$ cat config.mk
export PLATFORM = sky130hd
export DESIGN_NAME = nibble_serial_add_ctrl
export DESIGN_NICKNAME = d
export VERILOG_FILES = /design/src/rtl/nibble_serial_add_ctrl.sv
export SDC_FILE = /design/constraint.sdc
export NUM_CORES = 1
export LEC_CHECK = 0
export CAP_MARGIN = 20
export CORE_MARGIN = 2
export CORE_UTILIZATION = 40
export CTS_CLUSTER_SIZE = 20
export DETAILED_ROUTE_END_ITERATION = 10
export HOLD_SLACK_MARGIN = 0.03
export PLACE_DENSITY = 0.7
export SYNTH_ARGS = -nofsm -noshare
export SYNTH_HDL_FRONTEND = slang
export SYNTH_SLANG_ARGS = --single-unit
$ cat constraint.sdc
create_clock -name clk -period 3.7 [get_ports clk]
set_input_delay 0.74 -clock clk [delete_from_list [all_inputs] [get_ports clk]]
set_output_delay 0.74 -clock clk [all_outputs]
set_load 0.02 [all_outputs]
$ cat src/rtl/nibble_serial_add_ctrl.sv
// nibble_serial_add_ctrl: sequences one WIDTH-bit add/sub through an external 4-bit adder slice, LSB nibble first.
module nibble_serial_add_ctrl #(
  parameter int WIDTH = 16
) (
  input  logic             clk,
  input  logic             rst_n,
  input  logic             in_valid_i,
  output logic             in_ready_o,
  input  logic [WIDTH-1:0] op_a_i,
  input  logic [WIDTH-1:0] op_b_i,
  input  logic             op_sub_i,
  output logic             out_valid_o,
  input  logic             out_ready_i,
  output logic [WIDTH-1:0] result_o,
  output logic             carry_out_o,
  output logic             overflow_o,
  output logic [3:0]       add_a_o,
  output logic [3:0]       add_b_o,
  output logic             add_cin_o,
  input  logic [3:0]       add_sum_i,
  input  logic             add_cout_i
);
  localparam int NIB = WIDTH / 4;
  localparam int IW = (NIB > 1) ? $clog2(NIB) : 1;
  typedef enum logic [1:0] {IDLE, RUN, DONE} state_t;
  state_t           state_q;
  logic [WIDTH-1:0] a_q, b_q, result_q;
  logic [IW-1:0]    idx_q;
  logic             carry_q, carry_out_q, overflow_q, in_ready_q, out_valid_q;
  logic             run, last;
  assign run         = state_q == RUN;
  assign last        = idx_q == IW'(NIB - 1);
  assign add_a_o     = run ? a_q[idx_q*4 +: 4] : 4'h0;
  assign add_b_o     = run ? b_q[idx_q*4 +: 4] : 4'h0;
  assign add_cin_o   = run & carry_q;
  assign in_ready_o  = in_ready_q;
  assign out_valid_o = out_valid_q;
  assign result_o    = result_q;
  assign carry_out_o = carry_out_q;
  assign overflow_o  = overflow_q;
  always_ff @(posedge clk or negedge rst_n) begin
    if (!rst_n) begin
      state_q     <= IDLE;
      a_q         <= '0;
      b_q         <= '0;
      result_q    <= '0;
      idx_q       <= '0;
      carry_q     <= 1'b0;
      carry_out_q <= 1'b0;
      overflow_q  <= 1'b0;
      in_ready_q  <= 1'b1;
      out_valid_q <= 1'b0;
    end else begin
      case (state_q)
        IDLE: if (in_valid_i) begin
          a_q        <= op_a_i;
          b_q        <= op_sub_i ? ~op_b_i : op_b_i;
          carry_q    <= op_sub_i;
          idx_q      <= '0;
          result_q   <= '0;
          in_ready_q <= 1'b0;
          state_q    <= RUN;
        end
        RUN: begin
          result_q[idx_q*4 +: 4] <= add_sum_i;
          carry_q                <= add_cout_i;
          idx_q                  <= idx_q + 1'b1;
          if (last) begin
            carry_out_q <= add_cout_i;
            overflow_q  <= (a_q[WIDTH-1] == b_q[WIDTH-1]) & (add_sum_i[3] != a_q[WIDTH-1]);
            out_valid_q <= 1'b1;
            state_q     <= DONE;
          end
        end
        DONE: if (out_ready_i) begin
          out_valid_q <= 1'b0;
          in_ready_q  <= 1'b1;
          state_q     <= IDLE;
        end
        default: state_q <= IDLE;
      endcase
    end
  end
endmodule

Word level (Yosys, flattened, before mapping). Cells that the tools add are included.

$add $sub $neg: 2. Equal/unequal tests: 8. Shifts and indexed selects: 4. Muxes and demuxes: 20. Bitwise logic cells: 3. Reductions and logical operators: 10.

Operator list (count): negation 4 -> 34 bit (1); variable shift 4 x 34 -> 16 bit, first input constant (1); indexed part select 4 x 34 -> 16 bit (1); 2-to-1 mux 16 bit (2); one-hot mux 16 bit (2 select lines) (1); indexed part select 16 x 5 -> 4 bit (2); bitwise mux 16 bit (1); inverter 16 bit (1); AND reduction 3 bit (3); 2-to-1 mux 2 bit (4); 2-to-1 mux 4 bit (2); one-hot mux 1 bit (2 select lines) (3); one-hot mux 2 bit (3 select lines) (1); AND reduction 2 bit (3); nonzero test 2 bit (3); 2-to-1 mux 1 bit (5); equality test 2 bit, second input constant (2); inequality test 2 bit, second input constant (2); one-hot mux 2 bit (2 select lines) (1); adder 2 x 1 -> 2 bit, second input constant (1); bitwise AND 1 bit (2); equality test 2 x 1 -> 1 bit, second input constant (1); logical NOT 2 bit (1); inequality test 2 x 1 -> 1 bit, second input constant (1); 2 further kinds (2).

Flip-flop bits (word level): 57. Bits of input ports: 42. Word-level logic and storage cells: 57.

Depth between registers and ports, before layout. Gate-level depths: netlist (run 1).

Depth after elaboration: 4. Depth in mapped cells: 6.

Worst setup path before layout (run 1). OpenSTA, ideal clock, no wires.

Kind: register to output. From: register idx_q[0]. To: output add_a_o[2]. Arrival time: 1.370 ns. Required time: 2.960 ns. Setup slack: 1.590 ns. Cell stages (with the launch flop): 4. Path buffers: 1. Cells stage by stage: dfrtp_1 buf_6 mux4_1 and2_1.

Cells in the longest elaborated chain, start to end: 2.

Ends and longest elaborated chain: start, declared (RTL line 28) `logic [IW-1:0] idx_q;`; start signal, assigned (RTL line 67) `idx_q <= idx_q + 1'b1;`; indexed part select 16 x 5 -> 4 bit (RTL line 33) `assign add_a_o = run ? a_q[idx_q*4 +: 4] : 4'h0;`; 2-to-1 mux 4 bit (RTL line 33); end, declared (RTL line 17) `output logic [3:0] add_a_o,`.

Every way passes these cells.

Final worst setup path (run 1).
From: register idx_q[0]. To: output add_b_o[3].

Cells in the longest elaborated chain, start to end: 2.

Ends and longest elaborated chain: indexed part select 16 x 5 -> 4 bit (RTL line 34) `assign add_b_o = run ? b_q[idx_q*4 +: 4] : 4'h0;`; 2-to-1 mux 4 bit (RTL line 34); end, declared (RTL line 18) `output logic [3:0] add_b_o,`.

Every way passes these cells.

==> results of run 1 <==
[state kept, by name, summed over array words and instances, names as in the netlist]
name / count
out_valid_o: 1
state_q: 2
in_ready_o: 1
b_q: 16
overflow_o: 1
result_o: 16
carry_q: 1
a_q: 16
carry_out_o: 1
idx_q: 2
[worst max-delay path by stage]
stage | startpoint | end | depth (start not counted)
3_5_place_dp | idx_q[0] | add_a_o[2] | 3
2_1_floorplan | idx_q[0] | add_a_o[2] | 3
4_1_cts | idx_q[0] | add_a_o[2] | 3
6_report | idx_q[0] | add_b_o[3] | 3
3_3_place_gp | idx_q[0] | add_b_o[3] | 3
5_1_grt | idx_q[0] | add_b_o[3] | 3
[power groups by stage]
stage	clock, W	combinational, W	sequential (W)
floorplan	0	0.000962	0.00109
global placement	0	0.00139	0.00111
detailed placement	0	0.00142	0.00113
CTS	0.000663	0.00142	0.00112
global route	0.000693	0.00153	0.00116
finish	0.000652	0.00141	0.00111
[cell usage after synthesis]
| cell type | n |
|---|---|
| mux4_2 | 5 |
| nand3b_1 | 1 |
| nor2_1 | 19 |
| nor3b_4 | 1 |
| nand2b_1 | 3 |
| dfrtp_1 | 56 |
| nor4_4 | 3 |
| and2_1 | 8 |
| inv_1 | 5 |
| nor2b_1 | 1 |
| nor3_1 | 1 |
| clkbuf_1 | 1 |
| nand2_1 | 9 |
| dfstp_2 | 1 |
| xnor2_1 | 16 |
| a21oi_1 | 22 |
| inv_4 | 1 |
| a221o_1 | 1 |
| a21o_1 | 4 |
| nor3b_1 | 1 |
| or3_1 | 1 |
| a22o_1 | 15 |
| buf_6 | 1 |
| buf_2 | 6 |
| o31ai_1 | 2 |
| nand2b_2 | 1 |
| nor4_2 | 1 |
| mux2_2 | 16 |
| nor2b_2 | 1 |
| o21ai_0 | 2 |
| buf_4 | 4 |
| mux4_1 | 3 |
| mux2_1 | 1 |
| a32o_1 | 1 |
| ha_1 | 5 |
[worst max-delay path: cells and delay by family (launching register included)]
kind / cells / cell delay [ns]
buf+inv: 1 / 0.53
flops: 1 / 0.88
simple gates: 1 / 0.18
mux: 1 / 0.65
[stage by stage]
step	setup WS [ns]	utilization
6_report	0.376	0.551
5_1_grt	0.275	0.551
4_1_cts	0.337	0.551
3_5_place_dp	0.717	0.519
3_3_place_gp	0.761	0.519
2_1_floorplan	1.59	-
[routing by layer]
layer / global-route usage / vias up / wire (µm)
met5: 0 / - / 0
met2: 0.246 / 50 / 2700
li1: - / 928 / -
met3: 0.0436 / 10 / 284
met1: 0.229 / 903 / 2590
met4: 0.0852 / 0 / 114
[final cells by class]
type                    count  share of cell area
clock buffers              11              0.0382
clock inverters             5              0.0213
inverters                   6             0.00675
multi-input cells         144               0.330
flip-flops and latches     57               0.385
well taps                  80              0.0270
repair buffers             72               0.192
[cell families (layout without fill, tap and decap cells)]
family	after synthesis	after routing	share of synthesized area
mux	25	25	0.139
xor+xnor	16	16	0.0510
simple gates	51	51	0.116
flops	57	57	0.519
compound gates	47	47	0.115
fa+ha+maj	5	5	0.0228
buf+inv	18	94	0.0364
==> results_dict.tcl, run 1 <==
set metrics [dict create \
    final_cell_mix "clkdlybuf4s50_1 (69), dfrtp_1 (56), a21oi_1 (22)" \
    multiInputGateArea_um2 1220 \
    avgSynthCellArea_um2 12.6 \
    start_util 0.409 \
    core.rowCount 30 \
    dp_cells 359 \
    h-tree-depth 3 \
    drv_slew 0 \
    switching_share 0.360 \
    crit_arrival_ns 2.58 \
    cts.clk_slew.worst_paths_ns 0.07 \
    clockBufferDepth 2 \
    synth_top_area_frac 0.510 \
    cp.required_ns 2.96 \
    place.gp.congestion 0.749 \
    hold_viol 0 \
    fin_area_um2 3700 \
    final_cells 375 \
    final.setup.tns_ns 0 \
    vias 1891 \
    grt_pass1_wl_um 9480 \
    setup_viol_count_final 0 \
    cp-end-kind "primary output" \
    diodes 0 \
    grt_max_degree 53 \
    synth_top_area_cell "dfrtp_1" \
    final_common_cell "clkdlybuf4s50_1" \
    die_area_um2 7550 \
    io_buffers 70 \
    synth_area_um2 2750 \
    r2r_start "idx_q[0]" \
    total_power_w 0.00317 \
    synth_cell_types 35 \
    clock_skew_ns 0.00617 \
    min_period_over_period 0.898 \
    layout.nets 337 \
    fillers 606 \
    fmax_mhz 301 \
    ys_ff_latch 57 \
    hold_slack_ns 0.486 \
    slowest_stage "dfrtp_1" \
    tightest_slew_ns 0.953 \
    rsz0062_at_grt "false" \
    cellLeakagePower_nw 1.51 \
    outcome "finished, final reports clean" \
    synth_warnings 0 \
    intPower_w 0.00203 \
    cp_cell_sequence "mux4_1 -> and2_1 -> clkdlybuf4s50_1" \
    cts_resized 0 \
    clk_latency_ns 0.34 \
    fp.dieH_um 86.9 \
    grt-ovfl-total 0 \
    crit_type "flop to primary output" \
    pwr-share-seq 0.351 \
    reg2regPathDepth 4 \
    cts_buffers 9 \
    dp_hpwl_um 3890 \
    first_pass_iters 4 \
    post-cts-setup-buffers 0 \
    relSlewSlack 0.363 \
    ir_drop_uv 397 \
    power_frac_clock 0.206 \
    area_growth_pct 34.8 \
    slowest_delay_ns 0.88 \
    dpl_cell_area_um2 3480 \
    ant_nets 0 \
    grt_pass1_vias 1903 \
    antenna_found_initial 0 \
    pin_count 71 \
    wire_per_inst_um 15.2 \
    hold_buffers 0 \
    start_kind "flop" \
    drv_cap 0 \
    regArea_um2 1430 \
    cts_root_buf "clkbuf_8" \
    grt_util_all_layers 0.168 \
    drc 0 \
    min_path_type "input pin to async pin" \
    synth_area_leaders "dfrtp_1 (51%), mux2_2 (6.6%), xnor2_1 (5.1%)" \
    drt_iter0_markers 113 \
    p_comb_frac 0.443 \
    core_um2 6720 \
    r2r_end "result_o[0]" \
    netlist_instances 219 \
    fin_crit_ns 3.32 \
    netSwitchingPower_w 0.00114 \
    seq_area_frac_synth 0.519 \
    pwr_density_cell_nw_per_um2 856 \
    cts_tree "yes" \
    r2r_slack_ns 1.57 \
    wl_um 5690 \
    cts.sinks 57 \
    syn_nets 266 \
    drive_gt1_frac 0.163 \
    die_w_um 86.9 \
    viasPerCell 5.04 \
    crit_fanout 14 \
]
Note: power is estimated with default switching activity, not from simulation.
==> run 2: changes to the inputs <==
--- a/config.mk
+++ b/config.mk
@@ -11,7 +11,8 @@
 export CTS_CLUSTER_SIZE = 20
 export DETAILED_ROUTE_END_ITERATION = 10
 export HOLD_SLACK_MARGIN = 0.03
-export PLACE_DENSITY = 0.7
+export PLACE_DENSITY = 0.72
+export SLEW_MARGIN = 20
 export SYNTH_ARGS = -nofsm -noshare
 export SYNTH_HDL_FRONTEND = slang
 export SYNTH_SLANG_ARGS = --single-unit
==> constraint.sdc (replaced) <==
create_clock -name clk -period 3 [get_ports clk]
set_input_delay 0.6 -clock clk [delete_from_list [all_inputs] [get_ports clk]]
set_output_delay 0.6 -clock clk [all_outputs]
set_load 0.02 [all_outputs]
==> results_dict.tcl, run 2 (synthesis results as in run 1) <==
set metrics [dict create \
    hold_buffers 0 \
    relSlewSlack 0.627 \
    grt_util_all_layers 0.173 \
    hold_viol 0 \
    vias 1933 \
    start_util 0.409 \
    post-route-util 0.558 \
    fillers 582 \
    power_frac_clock 0.209 \
    total_power_w 0.00397 \
    min_period_over_period 0.930 \
    drv_cap 0 \
    cp.required_ns 2.40 \
    start_kind "flop" \
    crit_type "flop to primary output" \
    crit_arrival_ns 2.19 \
    place.gp.congestion 0.773 \
    diodes 0 \
    cellLeakagePower_nw 1.53 \
    cts.sinks 57 \
    grt_pass1_vias 2045 \
    post-cts-setup-buffers 0 \
    worst_slack_ns 0.209 \
    pwr-share-seq 0.335 \
    cts_tree "yes" \
    clock_skew_ns 0.00850 \
    layout.nets 341 \
    drc 0 \
    h-tree-depth 3 \
    clk_latency_ns 0.34 \
    die_w_um 86.9 \
    die_area_um2 7550 \
    final_common_cell "clkdlybuf4s50_1" \
    wire_per_inst_um 15.1 \
    cts_resized 0 \
    io_buffers 70 \
    cts_buffers 9 \
    cts_root_buf "clkbuf_8" \
    ir_drop_uv 496 \
    regArea_um2 1430 \
    area_growth_pct 36.3 \
    grt_pass1_wl_um 9890 \
    drv_slew 0 \
    fin_crit_ns 2.79 \
    viasPerCell 5.11 \
    p_comb_frac 0.456 \
    crit_fanout 13 \
    intPower_w 0.00257 \
    setup_viol_count_final 0 \
    wl_um 5710 \
    first_pass_iters 4 \
    core_um2 6720 \
    min_path_type "input pin to async pin" \
    cp-end-kind "primary output" \
    netSwitchingPower_w 0.00140 \
    rsz0062_at_grt "false" \
    fmax_mhz 358 \
    outcome "finished, final reports clean" \
    ant_nets 0 \
    grt-ovfl-total 0 \
    switching_share 0.353 \
    drive_gt1_frac 0.174 \
    preCtsSetupSlack_ns 0.421 \
    final_cell_mix "clkdlybuf4s50_1 (69), dfrtp_1 (55), a21oi_1 (22)" \
    dp_hpwl_um 3980 \
    pin_count 71 \
    fp.dieH_um 86.9 \
    multiInputGateArea_um2 1220 \
    clockBufferDepth 2 \
    pwr_density_cell_nw_per_um2 1060 \
    cts.clk_slew.worst_paths_ns 0.07 \
    final.setup.tns_ns 0 \
    antenna_found_initial 0 \
    tightest_slew_ns 0.560 \
    r2r_slack_ns 1.09 \
    drt_iter0_markers 71 \
    grt_max_degree 53 \
    core.rowCount 30 \
]
[run 2: layout make-up]
type | count | area share
timing repair buffer | 76 | 0.198
sequential | 57 | 0.381
multi-input combinational | 144 | 0.326
inverter | 6 | 0.00668
clock buffer | 13 | 0.0451
clock inverter | 2 | 0.0160
tap | 80 | 0.0267
[run 2: power groups by stage]
stage	clock (W)	sequential, W	combinational [W]
2_1_floorplan	0	0.00135	0.00119
3_3_place_gp	0	0.00134	0.00178
3_5_place_dp	0	0.00135	0.00181
4_1_cts	0.000847	0.00134	0.00183
5_1_grt	0.000881	0.00139	0.00199
6_report	0.000828	0.00133	0.00181
[run 2: path summary, 6_finish.rpt]
check	start	endpoint	cells past startpoint
worst min-delay path	rst_n	result_o[7]	1
worst max register to register	idx_q[0]	result_o[1]	5
min in group clk	a_q[10]	a_q[10]	1
worst max-delay path	state_q[1]	add_b_o[2]	3
max in group asynchronous	rst_n	b_q[1]	2
worst min register to register	a_q[10]	a_q[10]	1
[run 2: metrics by stage]
stage,area (µm²),cells,hold slack (ns)
2_1_floorplan,2750,219,0.304
3_3_place_gp,3510,363,0.473
3_5_place_dp,3510,363,0.482
4_1_cts,3740,378,0.457
5_1_grt,3750,378,0.298
6_report,3750,378,0.252
[run 2: per-layer routing]
layer	vias up	GRT usage	wire, µm
li1	929	-	-
met1	947	0.225	2590
met2	49	0.272	2760
met3	8	0.0569	278
met4	0	0.0597	86
met5	-	0	0
[run 2: worst max-delay path, stage by stage (launching register included)]
cell and delay, ns:
dfrtp_1 0.53, nor2b_2 0.49, and2_1 0.22, clkdlybuf4s50_1 0.61
